`config.mk`:
```
export PLATFORM = sky130hd
export DESIGN_NAME = uart_rx_byte
export DESIGN_NICKNAME = d
export VERILOG_FILES = /design/src/rtl/uart_pkg.sv /design/src/rtl/uart_rx_sync.sv /design/src/rtl/uart_rx_byte.sv
export SDC_FILE = /design/constraint.sdc
export NUM_CORES = 1
export LEC_CHECK = 0
export BUFFER_PORTS_ARGS = -buffer_cell sky130_fd_sc_hd__buf_2
export CORE_ASPECT_RATIO = 1.25
export CORE_MARGIN = 10
export CORE_UTILIZATION = 35
export CTS_BUF_LIST = sky130_fd_sc_hd__clkbuf_16
export DETAILED_ROUTE_END_ITERATION = 7
export SETUP_SLACK_MARGIN = 0.1
export SLEW_MARGIN = 20
export SYNTH_ARGS = -nofsm -noshare
export SYNTH_HDL_FRONTEND = slang
export SYNTH_SLANG_ARGS = --single-unit
```
`constraint.sdc`:
```
create_clock -name clk -period 1.7 [get_ports clk]
set_clock_uncertainty 0.1 [all_clocks]
set_input_delay 0.34 -clock clk [delete_from_list [all_inputs] [get_ports clk]]
set_output_delay 0.34 -clock clk [all_outputs]
set_load 0.03 [all_outputs]
```
`src/rtl/uart_pkg.sv`:
```
// Shared types and constants for the UART receive path.
// With UART_RX_PARITY_EN defined, the enum also carries the parity state.
package uart_pkg;

  // Number of payload bits per frame
  localparam int UART_DATA_BITS = 8;

  // Receive FSM states
  typedef enum logic [2:0] {
    RX_IDLE   = 3'd0,
    RX_START  = 3'd1,
    RX_DATA   = 3'd2,
`ifdef UART_RX_PARITY_EN
    RX_PARITY = 3'd3,
`endif
    RX_STOP   = 3'd4
  } rx_state_t;

  // Width of a counter that must reach clks-1
  function automatic int cnt_width(input int clks);
    return (clks > 1) ? $clog2(clks) : 1;
  endfunction

endpackage

```
`src/rtl/uart_rx_sync.sv`:
```
// Two-flop synchroniser for an asynchronous input.
// RESET_VAL sets the value both flops reset to, so an idle line reads idle
// straight out of reset.
module uart_rx_sync #(
  parameter logic RESET_VAL = 1'b1
) (
  input  logic clk,
  input  logic rst_n,
  input  logic d,
  output logic q
);

  logic meta;

  // Two-stage capture; only q is used by downstream logic
  always_ff @(posedge clk or negedge rst_n) begin
    if (!rst_n) begin
      meta <= RESET_VAL;
      q    <= RESET_VAL;
    end else begin
      meta <= d;
      q    <= meta;
    end
  end

endmodule

```
`src/rtl/uart_rx_byte.sv`:
```
// UART byte receiver: synchronises rx, qualifies the start bit at its centre,
// samples data bits LSB first and hands complete bytes to a valid/ready
// output register. Framing errors and overruns are one-cycle pulses.
// Optional feature: define UART_RX_PARITY_EN for 8E1 frames (even parity
// checked after bit 7; a parity mismatch is reported as a framing error).
module uart_rx_byte
  import uart_pkg::*;
#(
  parameter int CLKS_PER_BIT = 104
) (
  input  logic       clk,
  input  logic       rst_n,
  input  logic       rx,
  output logic [7:0] rx_data,
  output logic       rx_valid,
  input  logic       rx_ready,
  output logic       frame_err,
  output logic       overrun,
  output logic       busy
);

  localparam int              CNT_W    = cnt_width(CLKS_PER_BIT);
  localparam logic [CNT_W-1:0] CNT_LAST = CNT_W'(CLKS_PER_BIT - 1);
  localparam logic [CNT_W-1:0] CNT_HALF = CNT_W'(CLKS_PER_BIT / 2 - 1);
  localparam logic [2:0]       IDX_LAST = 3'(UART_DATA_BITS - 1);

  logic             rx_s;
  rx_state_t        state;
  logic [CNT_W-1:0] cnt;
  logic [2:0]       idx;
  logic [7:0]       shreg;
  logic             armed;
  logic             stop_hit;
  logic             byte_good;
`ifdef UART_RX_PARITY_EN
  logic             par_err;
`endif

  uart_rx_sync #(.RESET_VAL(1'b1)) u_sync (
    .clk   (clk),
    .rst_n (rst_n),
    .d     (rx),
    .q     (rx_s)
  );

  // Stop-bit sample point and whether the finished frame is acceptable
  always_comb begin
    stop_hit = (state == RX_STOP) && (cnt == CNT_LAST);
`ifdef UART_RX_PARITY_EN
    byte_good = stop_hit && rx_s && !par_err;
`else
    byte_good = stop_hit && rx_s;
`endif
  end

  assign busy = (state != RX_IDLE);

  // Frame FSM: bit timing, start qualification and data shift register.
  // The stop bit is only sampled at its centre and the FSM returns to IDLE
  // immediately, leaving half a bit to catch a back-to-back start edge.
  always_ff @(posedge clk or negedge rst_n) begin
    if (!rst_n) begin
      state   <= RX_IDLE;
      cnt     <= '0;
      idx     <= '0;
      shreg   <= '0;
      armed   <= 1'b1;
`ifdef UART_RX_PARITY_EN
      par_err <= 1'b0;
`endif
    end else begin
      case (state)
        RX_IDLE: begin
          // armed blocks a held-low line (break) from retriggering
          if (armed && !rx_s) begin
            state <= RX_START;
            cnt   <= '0;
            armed <= 1'b0;
          end else if (rx_s) begin
            armed <= 1'b1;
          end
        end
        RX_START: begin
          if (cnt == CNT_HALF) begin
            if (rx_s) begin
              state <= RX_IDLE;          // glitch, not a start bit
            end else begin
              state <= RX_DATA;
              cnt   <= '0;
              idx   <= '0;
            end
          end else begin
            cnt <= cnt + CNT_W'(1);
          end
        end
        RX_DATA: begin
          if (cnt == CNT_LAST) begin
            cnt   <= '0;
            shreg <= {rx_s, shreg[7:1]};
            idx   <= idx + 3'd1;
            if (idx == IDX_LAST) begin
`ifdef UART_RX_PARITY_EN
              state <= RX_PARITY;
`else
              state <= RX_STOP;
`endif
            end
          end else begin
            cnt <= cnt + CNT_W'(1);
          end
        end
`ifdef UART_RX_PARITY_EN
        RX_PARITY: begin
          if (cnt == CNT_LAST) begin
            cnt     <= '0;
            par_err <= rx_s ^ (^shreg);  // even parity over data + parity bit
            state   <= RX_STOP;
          end else begin
            cnt <= cnt + CNT_W'(1);
          end
        end
`endif
        RX_STOP: begin
          if (cnt == CNT_LAST) begin
            state <= RX_IDLE;
            cnt   <= '0;
          end else begin
            cnt <= cnt + CNT_W'(1);
          end
        end
        default: begin
          state <= RX_IDLE;
          cnt   <= '0;
        end
      endcase
    end
  end

  // Output register and status pulses. A consume in the same cycle as a new
  // byte frees the slot, so the new byte loads and rx_valid stays high.
  always_ff @(posedge clk or negedge rst_n) begin
    if (!rst_n) begin
      rx_data   <= 8'h00;
      rx_valid  <= 1'b0;
      frame_err <= 1'b0;
      overrun   <= 1'b0;
    end else begin
      frame_err <= stop_hit && !byte_good;
      overrun   <= byte_good && rx_valid && !rx_ready;
      if (byte_good && (!rx_valid || rx_ready)) begin
        rx_data  <= shreg;
        rx_valid <= 1'b1;
      end else if (rx_valid && rx_ready) begin
        rx_valid <= 1'b0;
      end
    end
  end

endmodule

```
==> results of run 1 <==
## final cells by class
type                            count  area, um^2  area share [%]
Clock inverter                      3        16.3           0.712
Clock buffer                        5         125            5.48
Inverter                            3        11.3           0.493
Timing Repair Buffer               58         427            18.7
Multi-Input combinational cell     85         749            32.8
Tap cell                           58        72.6            3.18
Sequential cell                    35         882            38.6
## power by group through the flow
stage,Sequential [uW],Combinational (uW),Clock [uW]
2_1_floorplan,1040,398,0
3_5_place_dp,1050,686,0
4_1_cts,1040,805,886
5_1_grt,1050,944,929
6_report,1040,852,862
3_3_place_gp,1040,652,0
## worst max path at each step
stage                       from      to  cells past startpoint
after floorplan           cnt[0]  cnt[3]                      6
after global placement    cnt[1]  idx[1]                      5
after detailed placement  cnt[1]  idx[1]                      5
after CTS                 cnt[1]  cnt[3]                      6
after global routing      cnt[1]  cnt[3]                      6
final                     cnt[1]  idx[1]                      5
## state kept, by name, summed over array words and instances, names as in the netlist
| name | flops |
|---|---|
| shreg | 8 |
| cnt | 7 |
| state | 3 |
| armed | 1 |
| rx_data | 8 |
| u_sync.meta | 1 |
| rx_valid | 1 |
| idx | 3 |
| frame_err | 1 |
| u_sync.q | 1 |
| overrun | 1 |
## synthesized netlist by cell type, drive strengths merged
master,n
or4b,1
nor2,6
and4,1
nor3b,2
nand4bb,1
nor4,1
nand4b,2
o21ai,7
dfstp,3
nor2b,3
ha,3
a2111oi,1
inv,3
nor3,2
clkbuf,2
buf,1
xnor2,1
mux2i,1
nand2,10
o21ba,1
a31o,1
nand3,2
a2bb2oi,1
or3,2
nand2b,4
o21a,1
a32o,2
a21oi,5
a21o,1
or3b,1
dfrtp,32
or4,1
a31oi,1
o21bai,1
and3,1
o22a,1
o211ai,1
mux2,16
## layout by cell type (no fill, tap or decap), types with 2 or more instances in the layout
master	n
buf_4	37
dfrtp_1	30
buf_2	14
mux2_2	13
nand2_1	8
buf_6	7
nor2_1	5
clkbuf_16	5
inv_1	4
a21oi_1	4
nand2b_1	4
nor2b_1	3
o21ai_0	3
mux2_4	3
dfstp_2	3
o21ai_2	2
nand3_1	2
nand4b_1	2
a32o_1	2
o21ai_1	2
ha_1	2
dfrtp_2	2
## per-layer routing
layer | routed length (um) | vias up | GRT usage [%]
li1 | - | 584 | -
met1 | 1400 | 586 | 10.4
met2 | 1970 | 18 | 17.3
met3 | 130 | 2 | 3.42
met4 | 42 | 0 | 4.49
met5 | 0 | - | 0
## timing repair
item / in CTS / in global routing
endpoints found under the hold margin: 0 / 0
setup endpoints to repair: 29 / 29
resized for setup: 29 / 2
setup buffers: 10 / 10
pin swaps: 8 / 3
## through the flow
| step | utilization [%] | cell area [um^2] | TNS (ns) | hold slack [ns] |
|---|---|---|---|---|
| 3_5_place_dp | 43.4 | 1890 | -3.18 | 0.247 |
| 2_1_floorplan | - | 1580 | -1.69 | -0.0556 |
| 3_3_place_gp | 43.4 | 1890 | -1.58 | 0.248 |
| 6_report | 52.4 | 2280 | -1.89 | -0.00898 |
| 4_1_cts | 50.4 | 2200 | -1.88 | 0.0112 |
| 5_1_grt | 52.4 | 2280 | -3.71 | 0.0355 |
## kinds of logic after synthesis
group                    share of synthesized area, %
AND/OR/NAND/NOR                                  16.1
AO/OA/AOI/OAI                                    10.5
XOR/XNOR                                        0.564
flip-flops                                       56.6
buffers and inverters                            1.61
adder cells (fa/ha/maj)                          2.42
multiplexers                                     12.2
==> impl_results.md, run 1 <==
* Switch Pwr at 810 uW
* Vias in the first global route at 1268
* Crit path max-delay family: simple AND/OR/NAND/NOR gates
* Final Max Tran Viols at 0
* Starting density of the core at 35.7%
* Nets at 195
* Initial antenna violation count at 0
* Critical path data arrival time at 1.93 ns
* Cts hold-fix bufs at 0
* HPWL after detailed placement at 2.35 mm
* Switching Fraction at 29.4%
* Tot GR Track Use at 9.90%
* Die X at 79.6 um
* Register bit total from synthesis at 35
* Inst Count DP at 220
* Layout Cells excl Fill at 247
* Critical path fanouts, max at 4
* Status: complete, but fails checks
* I/O Buffers at 15
* # DRC at 0
* Clk_lat worst skew at 0.27 ns
* Max-cap violations at 0
* Worst r2r src: cnt[1]
* Clk pwr share at 31.3%
* Die H at 94.5 um
* Slowest CP cell: or4b_4
* Post-Syn Area at 1550 um^2
* Fin crit share at 110%
* Net Count, Synth at 133
* Synthesis-to-finish area growth at 46.9%
* Max Fclk at 0.536 GHz
* Startpoint class of the critical path: flip-flop
* Peak supply drop at 0.612 mV
* CP Capture Type: flip-flop
* Final min period at 1.87 ns
* Clock Sinks at 35
* Synth area leaders: dfrtp_1 (52%), mux2_2 (12%), dfstp_2 (5.1%), ha_1 (2.4%), nand2_1 (2.4%)
* Via/cell ratio at 4.82
* Combinational fraction of design power at 30.9%
* ANT nets after route at 0
* Pre-CTS setup slack at -0.205 ns
* Worst-path clk slew at 0.05 ns
* Hold Crit Class: in -> async
* Deepest clock path buffer count at 2
* Ys Warns at 0
* Ratio of cells with drive above 1 in the final layout at 55.6%
* Hold WS at -0.00898 ns
* Critical Path RT at 1.76 ns
* Crit-path cells: ha_2 > or4b_4 > nor4_4 > o21bai_2 > a32o_1
* Io pins at 16
* Post-Syn Instances at 126
* Reg2reg setup slack at -0.17 ns
* Core Area at 4360 um^2
* Initial DRC count at 64
* Worst r2r dst: idx[1]
* DRT Wirelength at 3.55 mm
* Static leakage at 0.00112 uW
* Slowest Stage Delay on Critical Path at 0.51 ns
* Final setup margin at -0.167 ns
* Average cell area after synthesis at 12.3 um^2
* Total Power at 2760 uW
* First-pass GRT wire length at 5.88 mm
* Pre-antenna DRT Iters at 4
* Final Wtd Congestion at 0.736
* Sequential fraction of the synthesis area at 56.6%
* RSZ-0062 raised after global routing: true
* Cell Rows at 27
* WS Path Type: reg -> reg
* N_diodes at 0
* Measured slew at the worst slew-check pin at 0.422 ns
* Final Hold Fails at 4
* Root buf cell: clkbuf_16
* Post-synth top area share at 51.5%
* Post-synth cell types at 41
* Reg2reg path depth at 5
* Failing checks: negative hold slack, negative setup slack
* Sequential power share at 37.8%
* Fillcell total at 365
* # H-tree levels at 2
* Drt wl/cell at 14.4 um
* Slew headroom at 71.1%
* Total grt overflow at 0
* Inserted Clock Buffers at 5
* CTS tree: done
* Crit path buffers/inverters at 0
* Via count at 1190
* Leading area contributor after synthesis: dfrtp_1
* Die footprint at 7520 um^2
* Setup violators final at 24
* Pwr dens at 1210 nW/um^2
* Internal Pwr Total at 1950 uW
* Largest net degree at the start of global routing at 36
(Power assumes the default switching activity.)
==> run 2: changes to the inputs <==
- BUFFER_PORTS_ARGS: -buffer_cell sky130_fd_sc_hd__buf_2 -> -buffer_cell sky130_fd_sc_hd__buf_4
- CORE_UTILIZATION: 35 -> 45
- PLACE_DENSITY: unset -> 0.66
==> run 2 against run 1 <==
Compared with the run above: the flow finishes with violations (negative setup slack); worst setup slack lost 0.11 ns; critical path depth grew 1; count of clock-buffer cells in the layout is the same; critical endpoint is now cnt[3]; largest power group unchanged; highest routed layer unchanged.
==> impl_results.md, run 2 (synthesis gave the netlist of run 1 again) <==
* Final min period at 1.98 ns (+0.113 ns)
* Pre-CTS setup slack at -0.195 ns (+0.0107 ns)
* Final Max Tran Viols at 0 (unchanged)
* WS Path Type: reg -> reg
* Initial DRC count at 84 (+31%)
* ANT nets after route at 0 (unchanged)
* Total grt overflow at 0 (unchanged)
* Max Fclk at 0.505 GHz (-5.7%)
* Die X at 72.6 um (-8.8%)
* Pwr dens at 1270 nW/um^2 (+5.5%)
* Starting density of the core at 47.4% (+12 points)
* Io pins at 16 (unchanged)
* RSZ-0062 raised after global routing: true
* Peak supply drop at 1.32 mV (+120%)
* I/O Buffers at 15 (unchanged)
* Startpoint class of the critical path: flip-flop
* Clk_lat worst skew at 0.28 ns (about the same)
* Synthesis-to-finish area growth at 53.5%
* HPWL after detailed placement at 2.29 mm (-2.5%)
* Critical path fanouts, max at 6 (+2)
* Final Hold Fails at 0 (-4)
* CTS tree: done
* Drt wl/cell at 18.2 um (+27%)
* Die footprint at 6220 um^2 (-17%)
* Measured slew at the worst slew-check pin at 0.441 ns (+0.0183 ns)
* Largest net degree at the start of global routing at 36 (unchanged)
* N_diodes at 0 (unchanged)
* Tot GR Track Use at 13.3% (+3.4 points)
* Crit-path cells: ha_2 > or4b_4 > nor3_2 > o21a_2 > or4_1 > o211ai_1
* Commonest cells after routing, fill and taps aside: buf_4 (40), dfrtp_1 (30), mux2_4 (15)
* Inserted Clock Buffers at 5 (unchanged)
* Slowest Stage Delay on Critical Path at 0.55 ns (+0.04 ns)
* Via count at 1224 (+2.9%)
* Top flop regs: rx_data: 8 flops, shreg: 8 flops, cnt: 7 flops
* Critical Path RT at 1.79 ns (+0.03 ns)
* Critical path data arrival time at 2.07 ns (+0.14 ns)
* Fillcell total at 211 (-42%)
* Vias in the first global route at 1368 (+7.9%)
* Commonest non-fill, non-tap cell in the layout: buf_4
* Via/cell ratio at 5.56 (+15%)
* Die H at 85.7 um (-9.3%)
* # DRC at 0 (unchanged)
* Final Wtd Congestion at 0.803 (+9.1%)
* Hold Crit Class: in -> reg
* Hold WS at 0.0663 ns (+0.0753 ns)
* Static leakage at 0.00115 uW (+3.1%)
* Reg2reg setup slack at -0.28 ns (-0.11 ns)
* Clock Sinks at 35 (unchanged)
* Deepest clock path buffer count at 2 (unchanged)
* Slew headroom at 70.6% (-0.49 points)
* Fin crit share at 116% (+6.6 points)
* Status: complete, but fails checks
* Root buf cell: clkbuf_16
* Final core occ at 72.7% (+20 points)
* Ratio of cells with drive above 1 in the final layout at 56.8% (+1.3 points)
* Final setup margin at -0.279 ns (-0.113 ns)
* Nets at 189 (-3.1%)
* Failing checks: negative setup slack
* Max-cap violations at 0 (unchanged)
* Pre-antenna DRT Iters at 5 (+1)
* # H-tree levels at 2 (unchanged)
* DRT Wirelength at 4.01 mm (+13%)
* Setup violators final at 23 (-4.2%)
* Cell Rows at 23 (-15%)
* Worst-path clk slew at 0.05 ns (about the same)
* CP Capture Type: flip-flop
* Core Area at 3280 um^2 (-25%)
* First-pass GRT wire length at 6.50 mm (+11%)
* Slowest CP cell: or4_1
* Initial antenna violation count at 0 (unchanged)
-- run 2: metal layers --
layer	GRT usage [%]	vias up	routed length [um]
met3	5.07	15	213
met2	22.9	30	2110
li1	-	569	-
met4	7.96	0	167
met1	13.1	610	1520
met5	0	-	0
-- run 2: layout make-up --
| class | count | area, um^2 | share of cell area [%] |
|---|---|---|---|
| clock inverters | 3 | 43.8 | 1.84 |
| well taps | 37 | 46.3 | 1.94 |
| multi-input cells | 86 | 845 | 35.4 |
| clock buffers | 5 | 125 | 5.25 |
| inverters | 3 | 11.3 | 0.472 |
| repair buffers | 51 | 432 | 18.1 |
| flip-flops and latches | 35 | 882 | 37.0 |
-- run 2: timing repair --
item | 4_1_cts | 5_1_grt
setup buffers | 11 | 3
hold endpoints to repair | 32 | 0
resized for setup | 33 | 19
hold buffers | 1 | 0
cloned | 1 | 0
endpoints found under the setup margin | 29 | 30
pin swaps | 7 | 8
-- run 2: worst max-delay path, delay by kind of cell, from the launching register on --
kind / cells / cell delay, ns
and+or+nand+nor: 3 / 0.83
DFF: 1 / 0.39
AOI/OAI and AO/OA: 2 / 0.37
adders and majority gates: 1 / 0.19
-- run 2: metrics by stage --
step / std cells / TNS, ns / power, uW / area, um^2
6_report: 220 / -2.17 / 3040 / 2380
4_1_cts: 218 / -1.36 / 2900 / 2300
2_1_floorplan: 126 / -1.69 / 1440 / 1580
3_3_place_gp: 197 / -1.23 / 1700 / 1890
5_1_grt: 220 / -4.13 / 3180 / 2380
3_5_place_dp: 197 / -1.90 / 1750 / 1890
-- run 2: final timing paths --
path / from / end / cells past startpoint
worst max-delay path: cnt[1] / cnt[3] / 6
worst min-delay path: rx / u_sync.meta / 1
worst max register to register: cnt[1] / cnt[3] / 6
worst min register to register: u_sync.meta / u_sync.q / 0
max in group asynchronous: rst_n / u_sync.q / 2
min in group asynchronous: rst_n / idx[2] / 2
-- run 2: power by group --
part	switching, uW	internal (uW)	total, uW
registers	108	952	1060
clock network	342	690	1030
logic	436	509	945
total	885	2150	3040
